[src/rtl/im2col_window_gen_if.sv]
// Port bundle for im2col_window_gen: job configuration, SRAM read port and window stream.
interface im2col_window_gen_if #(
    parameter int ADR_W  = 16,
    parameter int SRAM_W = 64,
    parameter int K      = 3,
    parameter int DIM_W  = 8
);
    logic                    i_start;
    logic [ADR_W-1:0]        i_base_addr;
    logic [DIM_W-1:0]        i_fm_w;
    logic [DIM_W-1:0]        i_fm_h;
    logic [1:0]              i_stride;
    logic                    i_pad;
    logic [ADR_W-1:0]        o_sram_addr;
    logic                    o_sram_rden;
    logic [SRAM_W-1:0]       i_sram_data;
    logic signed [7:0]       o_win [K*K];
    logic                    o_valid;
    logic                    i_ready;
    logic                    o_busy;
    logic                    o_done;

    modport master (
        input  i_start, i_base_addr, i_fm_w, i_fm_h, i_stride, i_pad,
        input  i_sram_data, i_ready,
        output o_sram_addr, o_sram_rden, o_win, o_valid, o_busy, o_done
    );

    modport slave (
        output i_start, i_base_addr, i_fm_w, i_fm_h, i_stride, i_pad,
        output i_sram_data, i_ready,
        input  o_sram_addr, o_sram_rden, o_win, o_valid, o_busy, o_done
    );
endinterface

[src/rtl/im2col_window_gen.sv]
// im2col window generator: walks KxK windows over one 8-bit channel plane in SRAM and streams them.
// Zero padding of K/2 exists only when built with IM2COL_PAD_EN; otherwise i_pad is ignored.
module im2col_window_gen #(
    parameter int ADR_W  = 16,
    parameter int SRAM_W = 64,
    parameter int K      = 3,
    parameter int DIM_W  = 8
) (
    input  logic                i_clk,
    input  logic                i_rstn,
    im2col_window_gen_if.master bus
);
    localparam int PPW     = SRAM_W / 8;
    localparam int LOG_PPW = $clog2(PPW);
    localparam int LW      = (LOG_PPW > 0) ? LOG_PPW : 1;
    localparam int NE      = K * K;
    localparam int EW      = $clog2(NE + 1);
    localparam int KW      = $clog2(K + 1);
    localparam int CW      = DIM_W + 2;
    localparam int HALF    = K / 2;
    localparam logic signed [CW-1:0] K_S = CW'(K);

    typedef enum logic [2:0] {IDLE, FETCH, DRAIN, OUT, DONE} state_t;

    state_t               state_q, state_d;
    logic [ADR_W-1:0]     base_q, base_d;
    logic [DIM_W-1:0]     w_q, w_d, h_q, h_d, wpr_q, wpr_d;
    logic signed [CW-1:0] s_q, s_d, p_q, p_d, r0_q, r0_d, c0_q, c0_d;
    logic [KW-1:0]        kr_q, kr_d, kc_q, kc_d;
    logic [EW-1:0]        elem_q, elem_d;
    logic                 pend_q, pend_d, pend_rd_q, pend_rd_d;
    logic [EW-1:0]        pend_slot_q, pend_slot_d;
    logic [LW-1:0]        pend_lane_q, pend_lane_d;
    logic signed [7:0]    win_q [NE];
    logic signed [7:0]    win_d [NE];

    logic signed [CW-1:0] r_pix, c_pix;
    logic                 in_bounds, rden;
    logic [DIM_W-1:0]     r_u, c_u;
    logic [2*DIM_W-1:0]   row_off;
    logic [7:0]           rd_byte;
    logic [1:0]           p_start;
    logic [DIM_W+1:0]     w_span, h_span;

`ifdef IM2COL_PAD_EN
    assign p_start = bus.i_pad ? 2'(HALF) : 2'd0;
`else
    logic unused_pad;
    assign unused_pad = bus.i_pad;
    assign p_start    = 2'd0;
`endif

    // Padded extent of the incoming job, used to reject maps smaller than the kernel
    assign w_span = (DIM_W+2)'(bus.i_fm_w) + (DIM_W+2)'({p_start, 1'b0});
    assign h_span = (DIM_W+2)'(bus.i_fm_h) + (DIM_W+2)'({p_start, 1'b0});

    always_comb begin
        r_pix     = r0_q + $signed(CW'(kr_q));
        c_pix     = c0_q + $signed(CW'(kc_q));
        in_bounds = !r_pix[CW-1] && (r_pix < $signed(CW'(h_q))) &&
                    !c_pix[CW-1] && (c_pix < $signed(CW'(w_q)));
        rden      = (state_q == FETCH) && in_bounds;
        r_u       = r_pix[DIM_W-1:0];
        c_u       = c_pix[DIM_W-1:0];
        row_off   = (2*DIM_W)'(r_u) * (2*DIM_W)'(wpr_q);
    end

    assign bus.o_sram_rden = rden;
    assign bus.o_sram_addr = rden ? (base_q + ADR_W'(row_off) + ADR_W'(c_u >> LOG_PPW)) : '0;

    always_comb begin
        rd_byte = '0;
        for (int i = 0; i < PPW; i++) begin
            if (pend_lane_q == LW'(i)) rd_byte = bus.i_sram_data[i*8 +: 8];
        end
    end

    always_comb begin
        state_d     = state_q;
        base_d      = base_q;
        w_d         = w_q;
        h_d         = h_q;
        wpr_d       = wpr_q;
        s_d         = s_q;
        p_d         = p_q;
        r0_d        = r0_q;
        c0_d        = c0_q;
        kr_d        = kr_q;
        kc_d        = kc_q;
        elem_d      = elem_q;
        pend_d      = 1'b0;
        pend_rd_d   = 1'b0;
        pend_slot_d = pend_slot_q;
        pend_lane_d = pend_lane_q;
        win_d       = win_q;

        // Element issued last cycle lands now: SRAM byte if it was read, zero if out of bounds
        if (pend_q) win_d[pend_slot_q] = pend_rd_q ? $signed(rd_byte) : 8'sd0;

        case (state_q)
            IDLE: begin
                if (bus.i_start) begin
                    base_d = bus.i_base_addr;
                    w_d    = bus.i_fm_w;
                    h_d    = bus.i_fm_h;
                    wpr_d  = DIM_W'(((DIM_W+1)'(bus.i_fm_w) + (DIM_W+1)'(PPW - 1)) >> LOG_PPW);
                    s_d    = $signed(CW'(bus.i_stride));
                    p_d    = $signed(CW'(p_start));
                    r0_d   = -$signed(CW'(p_start));
                    c0_d   = -$signed(CW'(p_start));
                    kr_d   = '0;
                    kc_d   = '0;
                    elem_d = '0;
                    state_d = ((w_span < (DIM_W+2)'(K)) || (h_span < (DIM_W+2)'(K))) ? DONE : FETCH;
                end
            end
            FETCH: begin
                pend_d      = 1'b1;
                pend_rd_d   = rden;
                pend_slot_d = elem_q;
                pend_lane_d = LW'(c_u & DIM_W'(PPW - 1));
                if (elem_q == EW'(NE - 1)) begin
                    elem_d  = '0;
                    kr_d    = '0;
                    kc_d    = '0;
                    state_d = DRAIN;
                end else begin
                    elem_d = elem_q + EW'(1);
                    if (kc_q == KW'(K - 1)) begin
                        kc_d = '0;
                        kr_d = kr_q + KW'(1);
                    end else begin
                        kc_d = kc_q + KW'(1);
                    end
                end
            end
            DRAIN: state_d = OUT;
            OUT: begin
                if (bus.i_ready) begin
                    // Row ends when the next window would overhang the padded right edge
                    if (c0_q + s_q + K_S > $signed(CW'(w_q)) + p_q) begin
                        c0_d = -p_q;
                        if (r0_q + s_q + K_S > $signed(CW'(h_q)) + p_q) begin
                            state_d = DONE;
                        end else begin
                            r0_d    = r0_q + s_q;
                            state_d = FETCH;
                        end
                    end else begin
                        c0_d    = c0_q + s_q;
                        state_d = FETCH;
                    end
                end
            end
            DONE:    state_d = IDLE;
            default: state_d = IDLE;
        endcase
    end

    always_ff @(posedge i_clk or negedge i_rstn) begin
        if (!i_rstn) begin
            state_q     <= IDLE;
            base_q      <= '0;
            w_q         <= '0;
            h_q         <= '0;
            wpr_q       <= '0;
            s_q         <= '0;
            p_q         <= '0;
            r0_q        <= '0;
            c0_q        <= '0;
            kr_q        <= '0;
            kc_q        <= '0;
            elem_q      <= '0;
            pend_q      <= 1'b0;
            pend_rd_q   <= 1'b0;
            pend_slot_q <= '0;
            pend_lane_q <= '0;
            win_q       <= '{default: '0};
        end else begin
            state_q     <= state_d;
            base_q      <= base_d;
            w_q         <= w_d;
            h_q         <= h_d;
            wpr_q       <= wpr_d;
            s_q         <= s_d;
            p_q         <= p_d;
            r0_q        <= r0_d;
            c0_q        <= c0_d;
            kr_q        <= kr_d;
            kc_q        <= kc_d;
            elem_q      <= elem_d;
            pend_q      <= pend_d;
            pend_rd_q   <= pend_rd_d;
            pend_slot_q <= pend_slot_d;
            pend_lane_q <= pend_lane_d;
            win_q       <= win_d;
        end
    end

    assign bus.o_valid = (state_q == OUT);
    assign bus.o_busy  = (state_q != IDLE);
    assign bus.o_done  = (state_q == DONE);

    for (genvar g = 0; g < NE; g++) begin : g_win
        assign bus.o_win[g] = win_q[g];
    end
endmodule
[src/flat_wrapper.sv]
// flat-port wrapper written by rule: the top's interface ports become plain ports
module im2col_window_gen_flat 
#(
    parameter int ADR_W  = 16,
    parameter int SRAM_W = 64,
    parameter int K      = 3,
    parameter int DIM_W  = 8
)
  (i_clk, i_rstn, bus_i_start, bus_i_base_addr, bus_i_fm_w, bus_i_fm_h, bus_i_stride, bus_i_pad, bus_i_sram_data, bus_i_ready, bus_o_sram_addr, bus_o_sram_rden, bus_o_win, bus_o_valid, bus_o_busy, bus_o_done);
  im2col_window_gen_if #(.ADR_W(ADR_W), .SRAM_W(SRAM_W), .K(K), .DIM_W(DIM_W)) bus_i ();
  input  logic i_clk;
  input  logic i_rstn;
  input wire logic [$bits(bus_i.i_start)-1:0] bus_i_start;
  input wire logic [$bits(bus_i.i_base_addr)-1:0] bus_i_base_addr;
  input wire logic [$bits(bus_i.i_fm_w)-1:0] bus_i_fm_w;
  input wire logic [$bits(bus_i.i_fm_h)-1:0] bus_i_fm_h;
  input wire logic [$bits(bus_i.i_stride)-1:0] bus_i_stride;
  input wire logic [$bits(bus_i.i_pad)-1:0] bus_i_pad;
  input wire logic [$bits(bus_i.i_sram_data)-1:0] bus_i_sram_data;
  input wire logic [$bits(bus_i.i_ready)-1:0] bus_i_ready;
  output wire logic [$bits(bus_i.o_sram_addr)-1:0] bus_o_sram_addr;
  output wire logic [$bits(bus_i.o_sram_rden)-1:0] bus_o_sram_rden;
  output wire logic [$bits(bus_i.o_win)-1:0] bus_o_win;
  output wire logic [$bits(bus_i.o_valid)-1:0] bus_o_valid;
  output wire logic [$bits(bus_i.o_busy)-1:0] bus_o_busy;
  output wire logic [$bits(bus_i.o_done)-1:0] bus_o_done;
  assign bus_i.i_start = bus_i_start;
  assign bus_i.i_base_addr = bus_i_base_addr;
  assign bus_i.i_fm_w = bus_i_fm_w;
  assign bus_i.i_fm_h = bus_i_fm_h;
  assign bus_i.i_stride = bus_i_stride;
  assign bus_i.i_pad = bus_i_pad;
  assign bus_i.i_sram_data = bus_i_sram_data;
  assign bus_i.i_ready = bus_i_ready;
  assign bus_o_sram_addr = bus_i.o_sram_addr;
  assign bus_o_sram_rden = bus_i.o_sram_rden;
  assign bus_o_win = {>>{bus_i.o_win}};
  assign bus_o_valid = bus_i.o_valid;
  assign bus_o_busy = bus_i.o_busy;
  assign bus_o_done = bus_i.o_done;
  im2col_window_gen #(.ADR_W(ADR_W), .SRAM_W(SRAM_W), .K(K), .DIM_W(DIM_W)) u_core (.i_clk(i_clk), .i_rstn(i_rstn), .bus(bus_i));
endmodule
[config.mk]
export PLATFORM = sky130hd
export DESIGN_NAME = im2col_window_gen_flat
export DESIGN_NICKNAME = d
export VERILOG_FILES = /design/src/rtl/im2col_window_gen_if.sv /design/src/rtl/im2col_window_gen.sv /design/src/flat_wrapper.sv
export SDC_FILE = /design/constraint.sdc
export NUM_CORES = 1
export LEC_CHECK = 0
export BUFFER_PORTS_ARGS = -buffer_cell sky130_fd_sc_hd__buf_2
export CAP_MARGIN = 20
export CORE_ASPECT_RATIO = 1.75
export CORE_MARGIN = 2
export CORE_UTILIZATION = 35
export CTS_CLUSTER_DIAMETER = 80
export DETAILED_ROUTE_END_ITERATION = 12
export PLACE_DENSITY_LB_ADDON = 0.25
export SLEW_MARGIN = 20
export SYNTH_ARGS = -nofsm -noshare
export SYNTH_HDL_FRONTEND = slang
export SYNTH_SLANG_ARGS = --single-unit
[constraint.sdc]
create_clock -name i_clk -period 9.6 [get_ports i_clk]
set_input_delay 1.92 -clock i_clk [delete_from_list [all_inputs] [get_ports i_clk]]
set_output_delay 1.92 -clock i_clk [all_outputs]
set_load 0.005 [all_outputs]
==> impl_metrics.env <==
export IMPL_syn_cell_area_um2=10600
export IMPL_dp_cells=1620
export IMPL_finish_utilization=0.424
export IMPL_die_w_um=136
export IMPL_seqCellArea_um2=3800
export IMPL_fin_skew_ps=9.04
export IMPL_postSynthCellCount=1063
export IMPL_post_layout_nonfiller_instances=1653
export IMPL_vias=8511
export IMPL_layout_common_cells="192 x buf_2, 151 x dfrtp_1, 143 x nand2_1"
export IMPL_drt_total_wl_um=28800
export IMPL_avgRoutedWirePerCell_um=17.4
export IMPL_area_growth_pct=19.4
export IMPL_overflow=0
export IMPL_required_ps=7680
export IMPL_yosys_warnings=0
export IMPL_ctsHoldBuffers=0
export IMPL_holdWs_ps=486
export IMPL_postCtsSetupRepairBufs=0
export IMPL_finalSetupViolCount=0
export IMPL_worst_pin_slew_ps=1000
export IMPL_placementRows=84
export IMPL_fin_nets=1478
export IMPL_synth_seq_cells=152
export IMPL_hp_class="flop to flop"
export IMPL_fin_tns_setup_ps=0
export IMPL_final_common_cell="buf_2"
export IMPL_clkLatencyLatePin_ps=440
export IMPL_critPathArrivalTime_ps=7160
export IMPL_grt_pass1_vias=8600
export IMPL_vias_per_cell=5.15
export IMPL_slowest_stage="fa_1"
export IMPL_placed_area_um2=12000
export IMPL_ys_async_sr_fraction=1.00
export IMPL_period_needed_ps=9080
export IMPL_rsz0062_at_grt="false"
export IMPL_fmax_mhz=110
export IMPL_drtIter0Drc=371
export IMPL_hold_violations=0
export IMPL_path_clk_slew_ps=60
export IMPL_firstDrtPassIters=4
export IMPL_core_area_um2=30000
export IMPL_syn_area_per_cell_um2=9.99
export IMPL_reg2reg_from="u_core.s_q[0]"
export IMPL_crit_type="flop to primary output"
export IMPL_powerDensity_nw_per_um2=266
export IMPL_gp_congestion=0.823
export IMPL_pre_cts_slack_ps=776
export IMPL_maxCapViolCount=0
export IMPL_ff2ff_path_depth=14
export IMPL_cts_tree="built"
export IMPL_timing_rr_end="u_core.r0_q[0]"
export IMPL_max_slew_margin_rel=0.332
export IMPL_ys_types=66
export IMPL_whs_path_depth=2
export IMPL_die_y_um=234
export IMPL_start_util=0.355
export IMPL_die_area_um2=31800
export IMPL_crit_path_end_kind="primary output"
export IMPL_final_max_slew_viol_count=0
export IMPL_antenna_found_initial=2
export IMPL_critical_path_peak_fanout=7
export IMPL_clock_sinks=152
export IMPL_cts_buffer_depth=2
export IMPL_fin_ws_ps=523
export IMPL_p_leak_nw=6.42
export IMPL_numCtsBuffers=17
export IMPL_holdPathEnd="u_core.base_q[7]"
export IMPL_synth_edff_count=0
export IMPL_peakVddDrop_v=0.000165
export IMPL_drive_above_1_share=0.273
export IMPL_synth_flop_cell="dfrtp_1"
export IMPL_start_kind="flop"
export IMPL_port_buffers=193
export IMPL_r2r_slack_ps=5180
export IMPL_multi_input_area_um2=6430
export IMPL_gr_usage_all_layers=0.185
export IMPL_max_stage_delay_ps=540
export IMPL_nFillCells=2922
export IMPL_place_hpwl_um=22700
export IMPL_grt_pass1_wl_um=45300
export IMPL_min_from="u_core.base_q[7]"
export IMPL_ant_nets=0
export IMPL_finish_instance_area_um2=12700
export IMPL_p_total_mw=3.37
export IMPL_cts_root_buf="clkbuf_16"
export IMPL_synth_nets=1289
export IMPL_cts_resized=0
export IMPL_post_route_period_util=0.946
export IMPL_htreeDepth=4
export IMPL_grt_max_degree=94
export IMPL_yosysSeqAreaShare=0.358
export IMPL_drc_errors=0
export IMPL_ios=195
export IMPL_status="completed"
[area by class of cell]
cell class | count | share of cell area
Sequential cell | 152 | 0.300
Antenna cell | 2 | 0.000394
Clock buffer | 17 | 0.0335
Multi-Input combinational cell | 796 | 0.507
Timing Repair Buffer | 202 | 0.0819
Tap cell | 387 | 0.0382
Inverter | 83 | 0.0246
Clock inverter | 14 | 0.0148
[cells by family after synthesis]
group | share of synthesized area
AND/OR/NAND/NOR | 0.144
AO/OA/AOI/OAI | 0.127
flip-flops | 0.358
adder cells (fa/ha/maj) | 0.170
buffers and inverters | 0.0419
multiplexers | 0.107
XOR/XNOR | 0.0528
[Yosys cell counts (all sizes together), types with 5 or more instances]
cell type / number / area (µm²)
and2: 37 / 231
a21o: 18 / 135
nor4: 12 / 81.3
o21bai: 6 / 45.0
a22o: 6 / 52.6
a221o: 9 / 90.1
fa: 35 / 701
clkbuf: 25 / 96.3
xor2: 31 / 272
a21oi: 39 / 195
inv: 81 / 304
nor2: 41 / 154
o21a: 6 / 45.0
nand4: 9 / 56.3
ha: 88 / 1100
o221ai: 12 / 118
nor2b: 9 / 56.3
nor3: 18 / 90.1
a31oi: 5 / 31.3
nor3b: 5 / 42.5
o22ai: 6 / 37.5
xnor2: 33 / 289
buf: 7 / 37.5
a211oi: 7 / 65.1
mux2: 85 / 957
o21ai: 56 / 284
nand2b: 12 / 75.1
nand2: 143 / 537
dfrtp: 152 / 3800
mux4: 8 / 180
nand3: 16 / 85.1
[how the worst max path moves through the flow]
stage	start	to	slack (ps)	depth (start not counted)
CTS	u_core.kr_q[1]	bus_o_sram_addr[15]	270	28
detailed placement	u_core.kr_q[1]	bus_o_sram_addr[15]	780	28
global route	u_core.kr_q[1]	bus_o_sram_addr[15]	20	28
floorplan	u_core.r0_q[1]	bus_o_sram_addr[14]	1700	25
finish	u_core.kr_q[0]	bus_o_sram_addr[15]	520	28
global placement	u_core.kr_q[1]	bus_o_sram_addr[15]	820	28
[flip-flops by register name (all words and copies together) (netlist names), 3 cells and up]
name / count
u_core.bus.o_win: 72
u_core.base_q: 16
u_core.c0_q: 10
u_core.r0_q: 10
u_core.h_q: 8
u_core.w_q: 8
u_core.wpr_q: 6
u_core.elem_q: 4
u_core.pend_slot_q: 4
u_core.pend_lane_q: 3
u_core.state_q: 3
[routing by layer]
layer | vias up | wire [µm] | track usage
li1 | 4104 | - | -
met1 | 4145 | 11400 | 0.203
met2 | 211 | 15300 | 0.346
met3 | 51 | 1030 | 0.0250
met4 | 0 | 1090 | 0.0889
met5 | - | 0 | 0
[power by group]
part           leakage, nW  internal [mW]  total, mW  switching [mW]
Combinational         4.12          0.708       1.60           0.894
Sequential            2.01          0.860       1.06           0.198
Clock                0.291          0.415      0.712           0.297
Total                 6.42           1.98       3.37            1.39
[critical path, delay by kind of cell, from the launching register on]
kind | cells | cell delay [ps]
adders and majority gates | 8 | 3160
AOI/OAI and AO/OA | 9 | 1540
and+or+nand+nor | 6 | 980
DFF | 1 | 450
xor gates and xnor gates | 2 | 320
buffers and inverters | 3 | 260
Note: power is estimated with default switching activity, not from simulation.
